===== config.mk =====
export PLATFORM = sky130hd
export DESIGN_NAME = mem_arbiter
export DESIGN_NICKNAME = d
export VERILOG_FILES = /design/src/rtl/mem_pkg.sv /design/src/rtl/mem_arb_pick.sv /design/src/rtl/mem_arbiter.sv
export SDC_FILE = /design/constraint.sdc
export NUM_CORES = 1
export LEC_CHECK = 0
export BUFFER_PORTS_ARGS = -buffer_cell sky130_fd_sc_hd__buf_2
export CAP_MARGIN = 20
export CORE_AREA = 2 2 103 105
export DETAILED_ROUTE_END_ITERATION = 10
export DIE_AREA = 0 0 105 107
export PLACE_DENSITY = 0.61
export SLEW_MARGIN = 20
export SYNTH_ARGS = -nofsm -noshare
export SYNTH_HDL_FRONTEND = slang
export SYNTH_SLANG_ARGS = --single-unit

===== constraint.sdc =====
create_clock -name clk -period 1.4 [get_ports clk]
set_input_delay 0.14 -clock clk [delete_from_list [all_inputs] [get_ports clk]]
set_output_delay 0.14 -clock clk [all_outputs]
set_load 0.05 [all_outputs]

===== src/rtl/mem_pkg.sv =====
// Shared types and defaults for the unified RAM arbiter.
package mem_pkg;

  typedef enum logic [1:0] {
    RESP_NONE,
    RESP_I,
    RESP_D
  } resp_owner_t;

  localparam int unsigned MEM_WORDS_DEF    = 65536;
  localparam logic [31:0] CONSOLE_ADDR_DEF = 32'h1000_0000;
  localparam int unsigned MAX_DSTREAK_DEF  = 4;
  localparam int unsigned STRB_W           = 4;

endpackage


===== src/rtl/mem_arb_pick.sv =====
// Fetch/data RAM grant priority: data wins unless a waiting fetch has seen
// MAX_DSTREAK consecutive data grants.
module mem_arb_pick
  import mem_pkg::*;
#(
  parameter int unsigned MAX_DSTREAK = MAX_DSTREAK_DEF
) (
  input  logic clk,
  input  logic rst_n_i,
  input  logic i_req_i,
  input  logic d_req_i,
  output logic grant_i_o,
  output logic grant_d_o
);

  localparam int unsigned   SW         = $clog2(MAX_DSTREAK + 1);
  localparam logic [SW-1:0] STREAK_MAX = SW'(MAX_DSTREAK);

  logic [SW-1:0] dstreak_q, dstreak_d;
  logic          starve;

  always_comb begin
    starve    = i_req_i && (dstreak_q == STREAK_MAX);
    grant_i_o = i_req_i && (!d_req_i || starve);
    grant_d_o = d_req_i && !starve;
    dstreak_d = dstreak_q;
    if (!i_req_i || grant_i_o) begin
      dstreak_d = '0;
    end else if (grant_d_o && (dstreak_q != STREAK_MAX)) begin
      dstreak_d = dstreak_q + SW'(1);
    end
  end

  always_ff @(posedge clk) begin
    if (!rst_n_i) begin
      dstreak_q <= '0;
    end else begin
      dstreak_q <= dstreak_d;
    end
  end

endmodule


===== src/rtl/mem_arbiter.sv =====
// Single-port RAM arbiter between fetch and load/store ports, with a console
// MMIO byte sink decoded off the data port.
module mem_arbiter
  import mem_pkg::*;
#(
  parameter int unsigned AW           = 32,
  parameter int unsigned MEM_WORDS    = MEM_WORDS_DEF,
  parameter logic [31:0] CONSOLE_ADDR = CONSOLE_ADDR_DEF,
  parameter int unsigned MAX_DSTREAK  = MAX_DSTREAK_DEF
) (
  input  logic                          clk,
  input  logic                          reset,
  input  logic                          i_req,
  input  logic [AW-1:0]                 i_addr,
  output logic                          i_gnt,
  output logic                          i_rvalid,
  output logic [31:0]                   i_rdata,
  input  logic                          d_req,
  input  logic [STRB_W-1:0]             d_we,
  input  logic [AW-1:0]                 d_addr,
  input  logic [31:0]                   d_wdata,
  output logic                          d_gnt,
  output logic                          d_rvalid,
  output logic [31:0]                   d_rdata,
  output logic                          m_en,
  output logic [STRB_W-1:0]             m_we,
  output logic [$clog2(MEM_WORDS)-1:0]  m_addr,
  output logic [31:0]                   m_wdata,
  input  logic [31:0]                   m_rdata,
  output logic                          con_valid,
  output logic [7:0]                    con_data,
  input  logic                          con_ready
);

  localparam int unsigned   IW       = $clog2(MEM_WORDS);
  localparam logic [AW-3:0] CON_WORD = CONSOLE_ADDR[AW-1:2];

  logic        is_con, con_st, con_ld, fetch_req, ram_d_req;
  logic        grant_i, grant_d;
  logic        con_rd_q, con_rd_d;
  resp_owner_t owner_q, owner_d;
  logic        unused_addr;

  // Requests are masked by reset so every output reads zero while it is held.
  always_comb begin
    is_con    = (d_addr[AW-1:2] == CON_WORD);
    fetch_req = reset && i_req;
    ram_d_req = reset && d_req && !is_con;
    con_st    = reset && d_req && is_con && (d_we != '0);
    con_ld    = reset && d_req && is_con && (d_we == '0);
  end

  mem_arb_pick #(
    .MAX_DSTREAK(MAX_DSTREAK)
  ) u_pick (
    .clk      (clk),
    .rst_n_i  (reset),
    .i_req_i  (fetch_req),
    .d_req_i  (ram_d_req),
    .grant_i_o(grant_i),
    .grant_d_o(grant_d)
  );

  always_comb begin
    i_gnt     = grant_i;
    d_gnt     = grant_d || con_ld || (con_st && con_ready);
    con_valid = con_st;
    con_data  = con_st ? d_wdata[7:0] : '0;
    m_en      = grant_i || grant_d;
    m_we      = '0;
    m_addr    = '0;
    m_wdata   = '0;
    owner_d   = RESP_NONE;
    con_rd_d  = con_ld;
    if (grant_d) begin
      m_we    = d_we;
      m_addr  = d_addr[IW+1:2];
      m_wdata = d_wdata;
      if (d_we == '0) owner_d = RESP_D;
    end else if (grant_i) begin
      m_addr  = i_addr[IW+1:2];
      owner_d = RESP_I;
    end
  end

  always_ff @(posedge clk) begin
    if (!reset) begin
      owner_q  <= RESP_NONE;
      con_rd_q <= 1'b0;
    end else begin
      owner_q  <= owner_d;
      con_rd_q <= con_rd_d;
    end
  end

  always_comb begin
    i_rvalid = reset && (owner_q == RESP_I);
    d_rvalid = reset && ((owner_q == RESP_D) || con_rd_q);
    i_rdata  = i_rvalid ? m_rdata : '0;
    d_rdata  = (reset && (owner_q == RESP_D)) ? m_rdata : '0;
  end

  // Alignment bits and out-of-range address bits are ignored (addresses wrap).
  always_comb unused_addr = ^{i_addr[AW-1:IW+2], i_addr[1:0], d_addr[1:0]};

endmodule

# After elaboration in Yosys (flattened, before gate mapping)
# Index checks and enable logic that the tools add are counted.
word_totals:
  ff_bits: 6
  in_bits: 137
  elab_cells: 47
classes:
  addsub: 1
  n_eq_ne: 5
  mux: 10
  n_bitwise: 1
  reduce_logical: 27
op_table:
  columns: ["cell", "n"]
  rows:
  - ["two-way mux 32 bit", 3]
  - ["two-way mux 16 bit", 2]
  - ["equality test 30 x 27 -> 1 bit, second input constant", 1]
  - ["logical AND 1 bit", 14]
  - ["two-way mux 8 bit", 1]
  - ["logical OR 1 bit", 6]
  - ["zero test 1 bit", 4]
  - ["zero test 4 bit", 1]
  - ["two-way mux 2 bit", 2]
  - ["two-way mux 4 bit", 1]
  - ["nonzero test 4 bit", 1]
  - ["adder 3 x 1 -> 3 bit, second input constant", 1]
  - ["equality test 3 bit, second input constant", 1]
  - ["!= test 3 bit, second input constant", 1]
  - ["equality test 2 x 1 -> 1 bit, second input constant", 1]
  - ["equality test 2 bit, second input constant", 1]
  - ["OR reduction 2 bit", 1]
  - ["two-way mux 1 bit", 1]
  - ["inverter 1 bit", 1]

# Longest topological paths before layout
depth:
  depth_word: 8
  depth_mapped: 6
  mapped_depth_nobuf: 5

# Modules after synthesis
# Synthesis repeated with hierarchy kept, for this count alone.
hier_totals:
  hier_cells: 199
  area_unflattened_um2: 1328.8
modules_own_cells:
  columns: ["module", "n_inst", "cells_each", "area_each_um2"]
  rows:
  - ["mem_arbiter", 1, 182, 1169.9]
  - ["mem_arb_pick", 1, 17, 158.9]

# Worst setup path before layout
# No wires, ideal clock.
synth_timing:
  path_kind: "input port to output port"
  from: "in d_addr[31]"
  to: "out con_data[0]"
  t_arrival_ns: 1.955
  required_ns: 1.260
  setup_slack_ns: -0.695
  path_stages: 4
  n_path_buf: 0
  path_cell_list: "nor4b_2 > nand4_2 > nor4_4 > and2_1"
synth_via:
  elab_chain_cells: 4
synth_rtl:
  columns: ["element", "line", "rtl"]
  rows:
  - ["from (decl)", "mem_arbiter.sv:20", "input logic [AW-1:0] d_addr,"]
  - ["equality test 30 x 27 -> 1 bit", "mem_arbiter.sv:46", "is_con = (d_addr[AW-1:2] == CON_WORD);"]
  - ["logical AND 1 bit (2 in a row)", "mem_arbiter.sv:49", "con_st = reset && d_req && is_con && (d_we != '0);"]
  - ["via con_valid", "mem_arbiter.sv:30", "output logic con_valid,"]
  - ["two-way mux 8 bit", "mem_arbiter.sv:68", "con_data = con_st ? d_wdata[7:0] : '0;"]
  - ["to (decl)", "mem_arbiter.sv:31", "output logic [7:0] con_data,"]
# The timed path passes the listed nets, and every way through them passes these cells.

# Final worst setup path
layout_timing:
  from: "reg u_pick.dstreak_q[0]"
  to: "out m_wdata[3]"
layout_via:
  elab_chain_cells: 5
layout_rtl:
  columns: ["element", "line", "rtl"]
  rows:
  - ["from (decl)", "mem_arb_pick.sv:19", "logic [SW-1:0] dstreak_q, dstreak_d;"]
  - ["from (signal assigned)", "mem_arb_pick.sv:38", "dstreak_q <= dstreak_d;"]
  - ["equality test 3 bit", "mem_arb_pick.sv:23", "starve = i_req_i && (dstreak_q == STREAK_MAX);"]
  - ["logical AND 1 bit", "mem_arb_pick.sv:23", null]
  - ["zero test 1 bit", "mem_arb_pick.sv:25", "grant_d_o = d_req_i && !starve;"]
  - ["logical AND 1 bit", "mem_arb_pick.sv:25", null]
  - ["two-way mux 32 bit", "mem_arbiter.sv:75", "if (grant_d) begin"]
  - ["to (decl)", "mem_arbiter.sv:28", "output logic [31:0] m_wdata,"]
# Every way passes these cells.

==> metrics.txt <==
# TYPE chip_impl_metric gauge
chip_impl_info{name="grt_setup_unrepaired",value="true"} 1
chip_impl_metric{name="detailedPlacementHpwl",unit="um"} 6729
chip_impl_info{name="cts_tree",value="done"} 1
chip_impl_metric{name="number_of_synthesized_flops_with_an_enable_pin",unit=""} 0
chip_impl_metric{name="place_congestion",unit=""} 0.7602
chip_impl_metric{name="floorplan.die_area",unit="um^2"} 11240
chip_impl_metric{name="floorplan.initialDensity",unit="%"} 15.32
chip_impl_metric{name="cts.hold.buffers_added",unit=""} 0
chip_impl_metric{name="grt_start_max_net_pins",unit=""} 34
chip_impl_metric{name="numPortBuffers",unit=""} 248
chip_impl_metric{name="route.detailed.vias_per_inst",unit=""} 4.356
chip_impl_metric{name="cts.sink_count",unit=""} 6
chip_impl_info{name="mostFrequentLayoutCells",value="buf_2 (112), buf_8 (78), and2_4 (77)"} 1
chip_impl_info{name="postSynth.topFlopCell",value="dfxtp_1"} 1
chip_impl_metric{name="worst_slew_margin_rel",unit="%"} 73.24
chip_impl_metric{name="post_route_setup_slack",unit="ns"} -0.4160
chip_impl_info{name="worst-setup-path-type",value="register to primary output"} 1
chip_impl_info{name="critPathLaunchType",value="register"} 1
chip_impl_metric{name="clockBufferDepth",unit=""} 2
chip_impl_metric{name="globalRoute.totalOverflow",unit=""} 0
chip_impl_metric{name="async_flop_share",unit="%"} 0
chip_impl_metric{name="synth-seq-area-share",unit="%"} 7.767
chip_impl_info{name="ctsRootBufferMaster",value="clkbuf_8"} 1
chip_impl_metric{name="num-fill-cells",unit=""} 910
chip_impl_info{name="holdCritPathClass",value="input pin to register"} 1
chip_impl_metric{name="yosys.cell_types.count",unit=""} 29
chip_impl_metric{name="worstPathMaxFanout",unit=""} 33
chip_impl_metric{name="cts_inserted_buffers",unit=""} 3
chip_impl_metric{name="yosysWarningCount",unit=""} 0
chip_impl_metric{name="synth_cells",unit=""} 222
chip_impl_info{name="final_common_cell",value="buf_2"} 1
chip_impl_metric{name="fraction_of_layout_instances_using_a_drive_strength_above_1",unit="%"} 83.88
chip_impl_metric{name="hold_violations_final",unit=""} 0
chip_impl_metric{name="p_leak",unit="nW"} 2.344
chip_impl_metric{name="synth_top_area_share",unit="%"} 44.09
chip_impl_metric{name="layout_min_cycle_time",unit="ns"} 1.816
chip_impl_metric{name="syn-cell-area",unit="um^2"} 1546
chip_impl_metric{name="placedCellCount",unit=""} 614
chip_impl_metric{name="num_rows",unit=""} 37
chip_impl_metric{name="power.ir.vdd_worst",unit="mV"} 0.2084
chip_impl_metric{name="dpl-instance-area",unit="um^2"} 3566
chip_impl_metric{name="worstPathRequired",unit="ns"} 1.26
chip_impl_metric{name="finalCritPeriodShare",unit="%"} 129.7
chip_impl_metric{name="first_global_vias",unit=""} 2793
chip_impl_metric{name="clock_tree.htree_level_count",unit=""} 1
chip_impl_metric{name="totalWireLength",unit="um"} 10160
chip_impl_metric{name="finalSetupTns",unit="ns"} -28.65
chip_impl_metric{name="globalRouteTotalUtil",unit="%"} 15.40
chip_impl_metric{name="wire_per_inst",unit="um"} 16.23
chip_impl_metric{name="num-nets-final",unit=""} 631
chip_impl_metric{name="setup_slack_after_placement",unit="ns"} -0.4757
chip_impl_metric{name="postRouteAntennaNets",unit=""} 0
chip_impl_metric{name="finish.utilization",unit="%"} 49.02
chip_impl_metric{name="design.portCount",unit=""} 267
chip_impl_metric{name="clock_skew",unit="ns"} 0.005161
chip_impl_metric{name="layoutNonFillerInstCount",unit=""} 626
chip_impl_metric{name="worst_hold_slack",unit="ns"} 0.3781
chip_impl_metric{name="max_clock_freq",unit="GHz"} 0.5507
chip_impl_metric{name="number_of_nets_produced_by_synthesis",unit=""} 361
chip_impl_metric{name="crit_arrival",unit="ns"} 1.68
chip_impl_metric{name="timing_max_transition_violations_final",unit=""} 0
chip_impl_info{name="status",value="finished with violations"} 1
chip_impl_metric{name="avgSynthCellArea",unit="um^2"} 6.966
chip_impl_metric{name="clk_pin_slew",unit="ns"} 0.04
chip_impl_metric{name="antenna_cells",unit=""} 0
chip_impl_info{name="leading_area_contributor_after_synthesis",value="and2_1"} 1
chip_impl_metric{name="antenna_found_initial",unit=""} 0
chip_impl_metric{name="max_cap_violations",unit=""} 0
chip_impl_info{name="synthTopCellsByArea",value="and2_1 (44%), dfxtp_1 (7.8%), o211ai_1 (7.8%), nand3_1 (5.2%), o21ai_1 (5.2%)"} 1
chip_impl_metric{name="tightestPinTransition",unit="ns"} 0.4005
chip_impl_metric{name="insertion_delay",unit="ns"} 0.23
chip_impl_metric{name="drc",unit=""} 0
chip_impl_metric{name="drtPass1Iterations",unit=""} 4
chip_impl_metric{name="area.growth.synth_to_final",unit="%"} 219.9
chip_impl_info{name="failed_checks",value="negative setup slack"} 1
chip_impl_metric{name="die_width",unit="um"} 105
chip_impl_metric{name="vias",unit=""} 2727
chip_impl_metric{name="detail_route.iter0.violations",unit=""} 62
chip_impl_metric{name="core_box_area",unit="um^2"} 10090
chip_impl_metric{name="yosys_register_bits",unit=""} 6
chip_impl_metric{name="report.power.total",unit="mW"} 1.748
chip_impl_info{name="critical_path.endpoint_type",value="primary output"} 1
chip_impl_metric{name="grt_first_pass_wirelength",unit="um"} 13960
chip_impl_metric{name="finalSetupViolCount",unit=""} 100
chip_impl_metric{name="power.density",unit="nW/um^2"} 353.3
chip_impl_metric{name="finalInstanceArea",unit="um^2"} 4947
chip_impl_metric{name="die_h",unit="um"} 107
worst max-delay path, cell delays in order, from the launching register on:
cell and delay [ns]:
dfxtp_2 0.33, inv_2 0.04, ha_4 0.16, a31oi_4 0.17
o21a_4 0.19, buf_12 0.21, and2_4 0.19, buf_8 0.14
state kept, by name (all words and copies together), names as in the netlist:
| signal | cells |
|---|---|
| u_pick.dstreak_q | 3 |
| owner_q | 2 |
| con_rd_q | 1 |
path summary, 6_finish.rpt:
| kind | end | slack [ns] | cells past startpoint | startpoint |
|---|---|---|---|---|
| setup / recovery | m_wdata[3] | -0.42 | 7 | u_pick.dstreak_q[0] |
| hold / removal | owner_q[1] | 0.38 | 4 | d_we[0] |
| setup reg to reg | u_pick.dstreak_q[1] | -0.25 | 10 | u_pick.dstreak_q[0] |
| hold reg to reg | u_pick.dstreak_q[1] | 0.66 | 3 | u_pick.dstreak_q[1] |
report_power, final:
part	internal, mW	switching [mW]
Sequential	0.175	0.00232
Combinational	0.580	0.728
Clock	0.185	0.0784
Yosys cell counts (3+ instances only):
cell type  instances
and2_1           109
nand3_1           16
o211ai_1          16
o21ai_1           16
clkbuf_1          10
dfxtp_1            6
nor4_2             6
buf_4              5
nand2_1            5
nor2_1             5
buf_2              3
nor3_1             3
cell families after synthesis:
| group | share of synthesized area (%) |
|---|---|
| AO/OA/AOI/OAI | 17.72 |
| adder cells (fa/ha/maj) | 1.618 |
| XOR/XNOR | 0.5664 |
| flip-flops | 7.767 |
| AND/OR/NAND/NOR | 63.92 |
| buffers and inverters | 7.767 |
| multiplexers | 0.6473 |
final cells by class:
| cell class | count | area [um^2] | area share (%) |
|---|---|---|---|
| inverter | 2 | 7.507 | 0.1517 |
| sequential | 6 | 123.9 | 2.504 |
| timing repair buffer | 285 | 2759 | 55.77 |
| tap | 136 | 170.2 | 3.440 |
| clock buffer | 3 | 41.29 | 0.8346 |
| multi-input combinational | 194 | 1846 | 37.30 |
per-layer routing:
layer	GRT usage, %	vias to the layer above	wire length, um
met5	0	-	0
met4	4.000	0	231
met3	2.979	18	785
met2	30.47	157	5662
met1	16.54	1255	3479
li1	-	1297	-
what timing repair did:
action	4_1_cts	5_1_grt
gates cloned	2	3
buffers inserted	1	3
gates resized for setup	290	92
setup endpoints to repair	132	133
pin swaps	13	42
No activity file was read; power rests on OpenSTA's default activity.
